$ cat src/rtl/fetch_control_unit_pkg.sv
// Shared definitions for the IF-stage fetch control unit.
package fetch_control_unit_pkg;

  localparam int unsigned ADDR_W_DEF = 16;
  localparam logic [15:0] NOP_INSTR  = 16'h0000;

  typedef enum logic [2:0] {
    BOOT   = 3'd0,
    RUN    = 3'd1,
    BFLUSH = 3'd2,
    STALL  = 3'd3,
    HALT   = 3'd4
  } fetchState_t;

endpackage

$ cat src/rtl/fetch_control_unit_hazard_detect.sv
// Load-use hazard compare between the load in ID/EX and the sources in IF/ID.
module fcu_hazard_detect #(
  parameter int unsigned REG_W = 4
) (
  input  logic             idexMemRead,
  input  logic [REG_W-1:0] idexRd,
  input  logic [REG_W-1:0] ifidRs,
  input  logic [REG_W-1:0] ifidRt,
  output logic             loadUse
);

  // Register 0 is hardwired, so a load into it never creates a dependency.
  always_comb begin
    loadUse = idexMemRead && (idexRd != '0) && ((idexRd == ifidRs) || (idexRd == ifidRt));
  end

endmodule

$ cat src/rtl/fetch_control_unit.sv
// IF-stage sequencer: PC source/write, IF/ID enable/flush and ID/EX bubble control.
module fetch_control_unit
  import fetch_control_unit_pkg::*;
#(
  parameter int unsigned ADDR_W         = ADDR_W_DEF,
  parameter int unsigned REG_W          = 4,
  parameter int unsigned BOOT_CYCLES    = 2,
  parameter int unsigned BRANCH_PENALTY = 1
) (
  input  logic              clk,
  input  logic              rst,
  input  logic              branch_taken,
  input  logic [ADDR_W-1:0] branch_target,
  input  logic              idex_mem_read,
  input  logic [REG_W-1:0]  idex_rd,
  input  logic [REG_W-1:0]  ifid_rs,
  input  logic [REG_W-1:0]  ifid_rt,
  input  logic              md_busy,
  input  logic              halt,
  output logic              pc_src_sel,
  output logic [ADDR_W-1:0] branch_to_pc,
  output logic              pc_write,
  output logic              ifid_enable,
  output logic              ifid_flush,
  output logic              idex_bubble,
  output logic [2:0]        fetch_state,
  output logic [15:0]       stall_count
);

  localparam logic [3:0] BOOT_LAST = 4'(BOOT_CYCLES - 1);
  localparam logic [3:0] PEN_LOAD  = 4'(BRANCH_PENALTY - 1);

  fetchState_t       state, stateNext;
  logic [3:0]        cnt, cntNext;
  logic              pending, pendingNext;
  logic [ADDR_W-1:0] pendTarget, pendTargetNext;
  logic              loadUse;
  logic              takeBranch;
  logic [ADDR_W-1:0] takeTarget;

  fcu_hazard_detect #(
    .REG_W(REG_W)
  ) uHazard (
    .idexMemRead(idex_mem_read),
    .idexRd     (idex_rd),
    .ifidRs     (ifid_rs),
    .ifidRt     (ifid_rt),
    .loadUse    (loadUse)
  );

  assign fetch_state = state;

  // State, shared boot/penalty counter and deferred-branch registers.
  always_ff @(posedge clk or negedge rst) begin
    if (!rst) begin
      state      <= BOOT;
      cnt        <= '0;
      pending    <= 1'b0;
      pendTarget <= '0;
    end else begin
      state      <= stateNext;
      cnt        <= cntNext;
      pending    <= pendingNext;
      pendTarget <= pendTargetNext;
    end
  end

  // Next state and zero-latency control outputs.
  always_comb begin
    stateNext      = state;
    cntNext        = cnt;
    pendingNext    = pending;
    pendTargetNext = pendTarget;
    takeBranch     = 1'b0;
    takeTarget     = branch_target;
    pc_src_sel     = 1'b0;
    branch_to_pc   = '0;
    pc_write       = 1'b0;
    ifid_enable    = 1'b0;
    ifid_flush     = 1'b0;
    idex_bubble    = 1'b0;

    case (state)
      BOOT: begin
        ifid_flush = 1'b1;
        if (cnt == BOOT_LAST) begin
          stateNext = RUN;
          cntNext   = '0;
        end else begin
          cntNext = cnt + 4'd1;
        end
      end
      RUN: begin
        if (halt) begin
          ifid_flush = 1'b1;
          stateNext  = HALT;
        end else if (branch_taken) begin
          takeBranch = 1'b1;
        end else if (loadUse) begin
          idex_bubble = 1'b1;
        end else if (md_busy) begin
          stateNext = STALL;
        end else begin
          pc_write    = 1'b1;
          ifid_enable = 1'b1;
        end
      end
      BFLUSH: begin
        pc_write   = 1'b1;
        ifid_flush = 1'b1;
        cntNext    = cnt - 4'd1;
        if (cnt <= 4'd1) stateNext = RUN;
      end
      STALL: begin
        if (md_busy) begin
          if (branch_taken) begin
            pendingNext    = 1'b1;
            pendTargetNext = branch_target;
          end
        end else begin
          // A branch resolving on the release cycle is newer than any latched one.
          pendingNext = 1'b0;
          stateNext   = RUN;
          if (branch_taken) begin
            takeBranch = 1'b1;
          end else if (pending) begin
            takeBranch = 1'b1;
            takeTarget = pendTarget;
          end else begin
            pc_write    = 1'b1;
            ifid_enable = 1'b1;
          end
        end
      end
      HALT: begin
        ifid_flush = 1'b1;
      end
      default: begin
        ifid_flush = 1'b1;
        stateNext  = BOOT;
      end
    endcase

    if (takeBranch) begin
      pc_src_sel   = 1'b1;
      branch_to_pc = takeTarget;
      pc_write     = 1'b1;
      ifid_flush   = 1'b1;
      if (BRANCH_PENALTY > 1) begin
        stateNext = BFLUSH;
        cntNext   = PEN_LOAD;
      end else begin
        stateNext = RUN;
      end
    end
  end

  // Saturating count of post-boot cycles in which the PC did not advance.
  always_ff @(posedge clk or negedge rst) begin
    if (!rst) begin
      stall_count <= '0;
    end else if ((state != BOOT) && !pc_write && (stall_count != 16'hFFFF)) begin
      stall_count <= stall_count + 16'd1;
    end
  end

endmodule

$ cat config.mk
export PLATFORM = sky130hd
export DESIGN_NAME = fetch_control_unit
export DESIGN_NICKNAME = d
export VERILOG_FILES = /design/src/rtl/fetch_control_unit_pkg.sv /design/src/rtl/fetch_control_unit_hazard_detect.sv /design/src/rtl/fetch_control_unit.sv
export SDC_FILE = /design/constraint.sdc
export NUM_CORES = 1
export LEC_CHECK = 0
export BUFFER_PORTS_ARGS = -buffer_cell sky130_fd_sc_hd__buf_2
export CORE_ASPECT_RATIO = 0.8
export CORE_MARGIN = 8
export CORE_UTILIZATION = 45
export DETAILED_ROUTE_END_ITERATION = 12
export MAX_ROUTING_LAYER = met4
export PLACE_DENSITY = 0.7
export SYNTH_ARGS = -nofsm -noshare
export SYNTH_HDL_FRONTEND = slang
export SYNTH_SLANG_ARGS = --single-unit
$ cat constraint.sdc
create_clock -name clk -period 4.7 [get_ports clk]
set_input_delay 0.94 -clock clk [delete_from_list [all_inputs] [get_ports clk]]
set_output_delay 0.94 -clock clk [all_outputs]
set_load 0.05 [all_outputs]
==> impl_metrics.csv <==
group,metric,value,unit
die,placementRows,24,
worst_hold_path,whs_endpoint,"cnt[3]",
critical_path,cp_max_fo,22,
detailed_routing,vias,2007,
sta,min_period_over_period,71.40,%
power,internal_power,0.7404,mW
detailed_routing,routed_wl,5523,um
critical_path,rrSetupSlack,2.19,ns
cells_and_area,utilization,54.49,%
sta,tightest_slew,0.9069,ns
grt,grt_pass1_wl,9280,um
logic_synthesis,synthArstFlopShare,100.0,%
logic_synthesis,syn_area,0.002451,mm^2
sta,tns,0,ns
placement,portBuffers,73,
critical_path,required,3.76,ns
logic_synthesis,ys_top_cells_by_area,"dfrtp_1 41%, mux2_2 7.8%, nand2_1 7.2%, a21oi_1 4.3%, xnor2_1 4.3%",
logic_synthesis,synth_edf_count,0,
cts,cts_tree,"built",
sta,setup_violations,0,
cells_and_area,drive_above_1_share,37.58,%
placement,gp_congestion,0.7947,
die,initial_core_util,45.86,%
cells_and_area,syn_to_final_growth,18.84,%
sta,rsz0062_at_grt,"no",
detailed_routing,via_per_inst,5.186,
logic_synthesis,synth_cell_types,48,
grt,antenna_found_initial,0,
detailed_routing,drc,0,
sta,max_freq,0.2980,GHz
power,combPwrFrac,45.9,%
detailed_routing,drt_first_pass_iters,4,
die,core_area,0.005345,mm^2
cts,cts_made_buffers,5,
die,die_y,82.01,um
power,peakVddDrop,0.5273,mV
worst_hold_path,holdCritStartpoint,"cnt[3]",
cts,clockBufferDepth,2,
critical_path,reg2reg_from,"fetch_state[1]",
power,p_leak,1.538,nW
worst_hold_path,hold_depth,1,
cts,cts_hold_buf,0,
logic_synthesis,syn_inst,251,
cts,cts_setup_buffers,0,
cells_and_area,antenna_cells,0,
cts,insertion_delay,0.28,ns
logic_synthesis,syn-num-nets,290,
critical_path,cp.arrival,2.42,ns
detailed_routing,dr.first_iter.drc_count,74,
power,power_frac_seq,38.3,%
placement,dpl.hpwl,4193,um
cts,htree_levels,2,
logic_synthesis,seq_area_frac_synth,40.84,%
power,finalPower,1.382,mW
critical_path,worstReg2RegEnd,"stall_count[1]",
sta,slew_violations,0,
die,dieArea,0.008079,mm^2
sta,max-slew-margin-rel,39.54,%
flow_run,drv_cap,0,
grt,grt_max_degree,41,
logic_synthesis,postSynthAreaPerCell,9.765,um^2
power,p_switching,0.6420,mW
cts,cts-root-buf,"clkbuf_8",
grt,track_usage,14.20,%
critical_path,reg2regPathDepth,5,
grt,grt.overflow.total,0,
sta,hold_viol,0,
critical_path,critPathLaunchType,"register",
logic_synthesis,synth_warnings,0,
power,p_clk_share,15.8,%
logic_synthesis,ys_ff_latch,40,
logic_synthesis,synth_top_area_share,40.84,%
logic_synthesis,yosys.area.top_type,"dfrtp_1",
cts,path_clk_slew,0.08,ns
cts,cts_resized,0,
sta,period_needed,3.356,ns
power,switching_share,46.44,%
die,die_w,98.52,um
detailed_routing,wl_per_cell,14.27,um
run_status,status,"complete, no violations",
cts,cts.sinks,40,
grt,grt_pass1_vias,2065,
worst_hold_path,hold_path.class,"reg -> reg",
detailed_routing,ant_nets,0,
cells_and_area,fin_nets,361,
die,ios,74,
critical_path,criticalPathCategory,"reg -> out",
logic_synthesis,ys.flop_type,"dfrtp_1",
sta,fin_skew,0.002002,ns
power,p_per_area,474.6,mW/mm^2
critical_path,endpoint_kind,"primary output",
==> critical path: stages (launching register included) <==
cell and delay (ns):
dfrtp_1 0.76, nor2b_1 0.23, nand2_1 0.10, or3_1 0.56, nand2_1 0.15, a21oi_1 0.08, buf_2 0.25
==> metrics by stage <==
stage | hold WS (ns) | std cells | worst slack (ns) | cell area (um^2)
after floorplan | 0.4475 | 251 | 0.7574 | 2451
after global placement | 0.4675 | 380 | 1.378 | 2831
after detailed placement | 0.4645 | 380 | 1.358 | 2831
after CTS | 0.4794 | 387 | 1.343 | 2913
after global routing | 0.5089 | 387 | 1.114 | 2913
final | 0.4769 | 387 | 1.344 | 2913
==> synth_stat cells, drive strengths merged (3+ instances only) <==
| cell | n |
|---|---|
| or3 | 3 |
| clkbuf | 5 |
| nand2 | 56 |
| nor3 | 4 |
| mux2 | 17 |
| dfrtp | 40 |
| a21oi | 22 |
| buf | 5 |
| ha | 5 |
| inv | 9 |
| xnor2 | 15 |
| o21ai | 9 |
| nor4 | 7 |
| nand4 | 7 |
| nor2 | 10 |
| nor2b | 3 |
| nand3 | 6 |
| xor2 | 9 |
==> state kept, by name, summed over array words and instances (netlist names) <==
name         count
fetch_state      3
pending          1
cnt              4
pendTarget      16
stall_count     16
==> placed cells by master, fill, tap and decap left out, types with 2 or more instances in the layout <==
cell / Yosys / routed
nor4_2: 3 / 3
mux2_2: 17 / 17
a21oi_1: 21 / 21
clkbuf_8: 1 / 5
nand4_1: 6 / 6
inv_1: 9 / 9
nand3_1: 6 / 6
ha_1: 5 / 5
buf_2: 2 / 73
nor4_1: 4 / 4
or3_1: 2 / 2
xnor2_2: 3 / 3
nor3_1: 3 / 3
o21ai_0: 9 / 9
nor2b_1: 3 / 3
xor2_1: 9 / 9
and3_1: 2 / 2
nand2_4: 9 / 9
nand2_1: 47 / 47
nor2_1: 9 / 9
dfrtp_1: 40 / 40
xnor2_1: 12 / 12
==> power by group through the flow <==
stage / sequential (mW) / combinational, mW / clock [mW]
CTS: 0.528 / 0.641 / 0.225
detailed placement: 0.533 / 0.641 / 0
global route: 0.545 / 0.695 / 0.239
finish: 0.529 / 0.635 / 0.218
floorplan: 0.623 / 0.434 / 0
global placement: 0.529 / 0.632 / 0
==> worst max path at each step <==
stage	startpoint	end	slack, ns	depth (start not counted)
global placement	md_busy	branch_to_pc[3]	1.38	7
global route	fetch_state[1]	branch_to_pc[0]	1.11	6
finish	fetch_state[1]	branch_to_pc[3]	1.34	6
floorplan	idex_rd[1]	idex_bubble	0.76	4
detailed placement	md_busy	branch_to_pc[3]	1.36	7
CTS	fetch_state[1]	branch_to_pc[3]	1.34	6
==> layer usage <==
metal | GRT usage (%) | up-vias | part of all wire (%)
li1 | - | 1006 | -
met1 | 17.87 | 958 | 50
met2 | 23.17 | 41 | 45
met3 | 3.726 | 2 | 4.5
met4 | 1.832 | 0 | 0.18
met5 | - | - | 0
==> kinds of logic after synthesis <==
group	share of synthesized area, %
xor+xnor	9.495
compound gates	10.31
buf+inv	4.389
flops	40.84
mux	8.218
simple gates	24.20
fa+ha+maj	2.552
==> cell type report <==
| cell class | instances | area (um^2) |
|---|---|---|
| sequential | 40 | 1001 |
| multi-input combinational | 192 | 1343 |
| fill | 500 | 2432 |
| inverter | 9 | 33.78 |
| tap | 65 | 81.33 |
| clock buffer | 5 | 68.82 |
| timing repair buffer | 74 | 372.9 |
| clock inverter | 2 | 12.51 |
(Power assumes the default switching activity.)
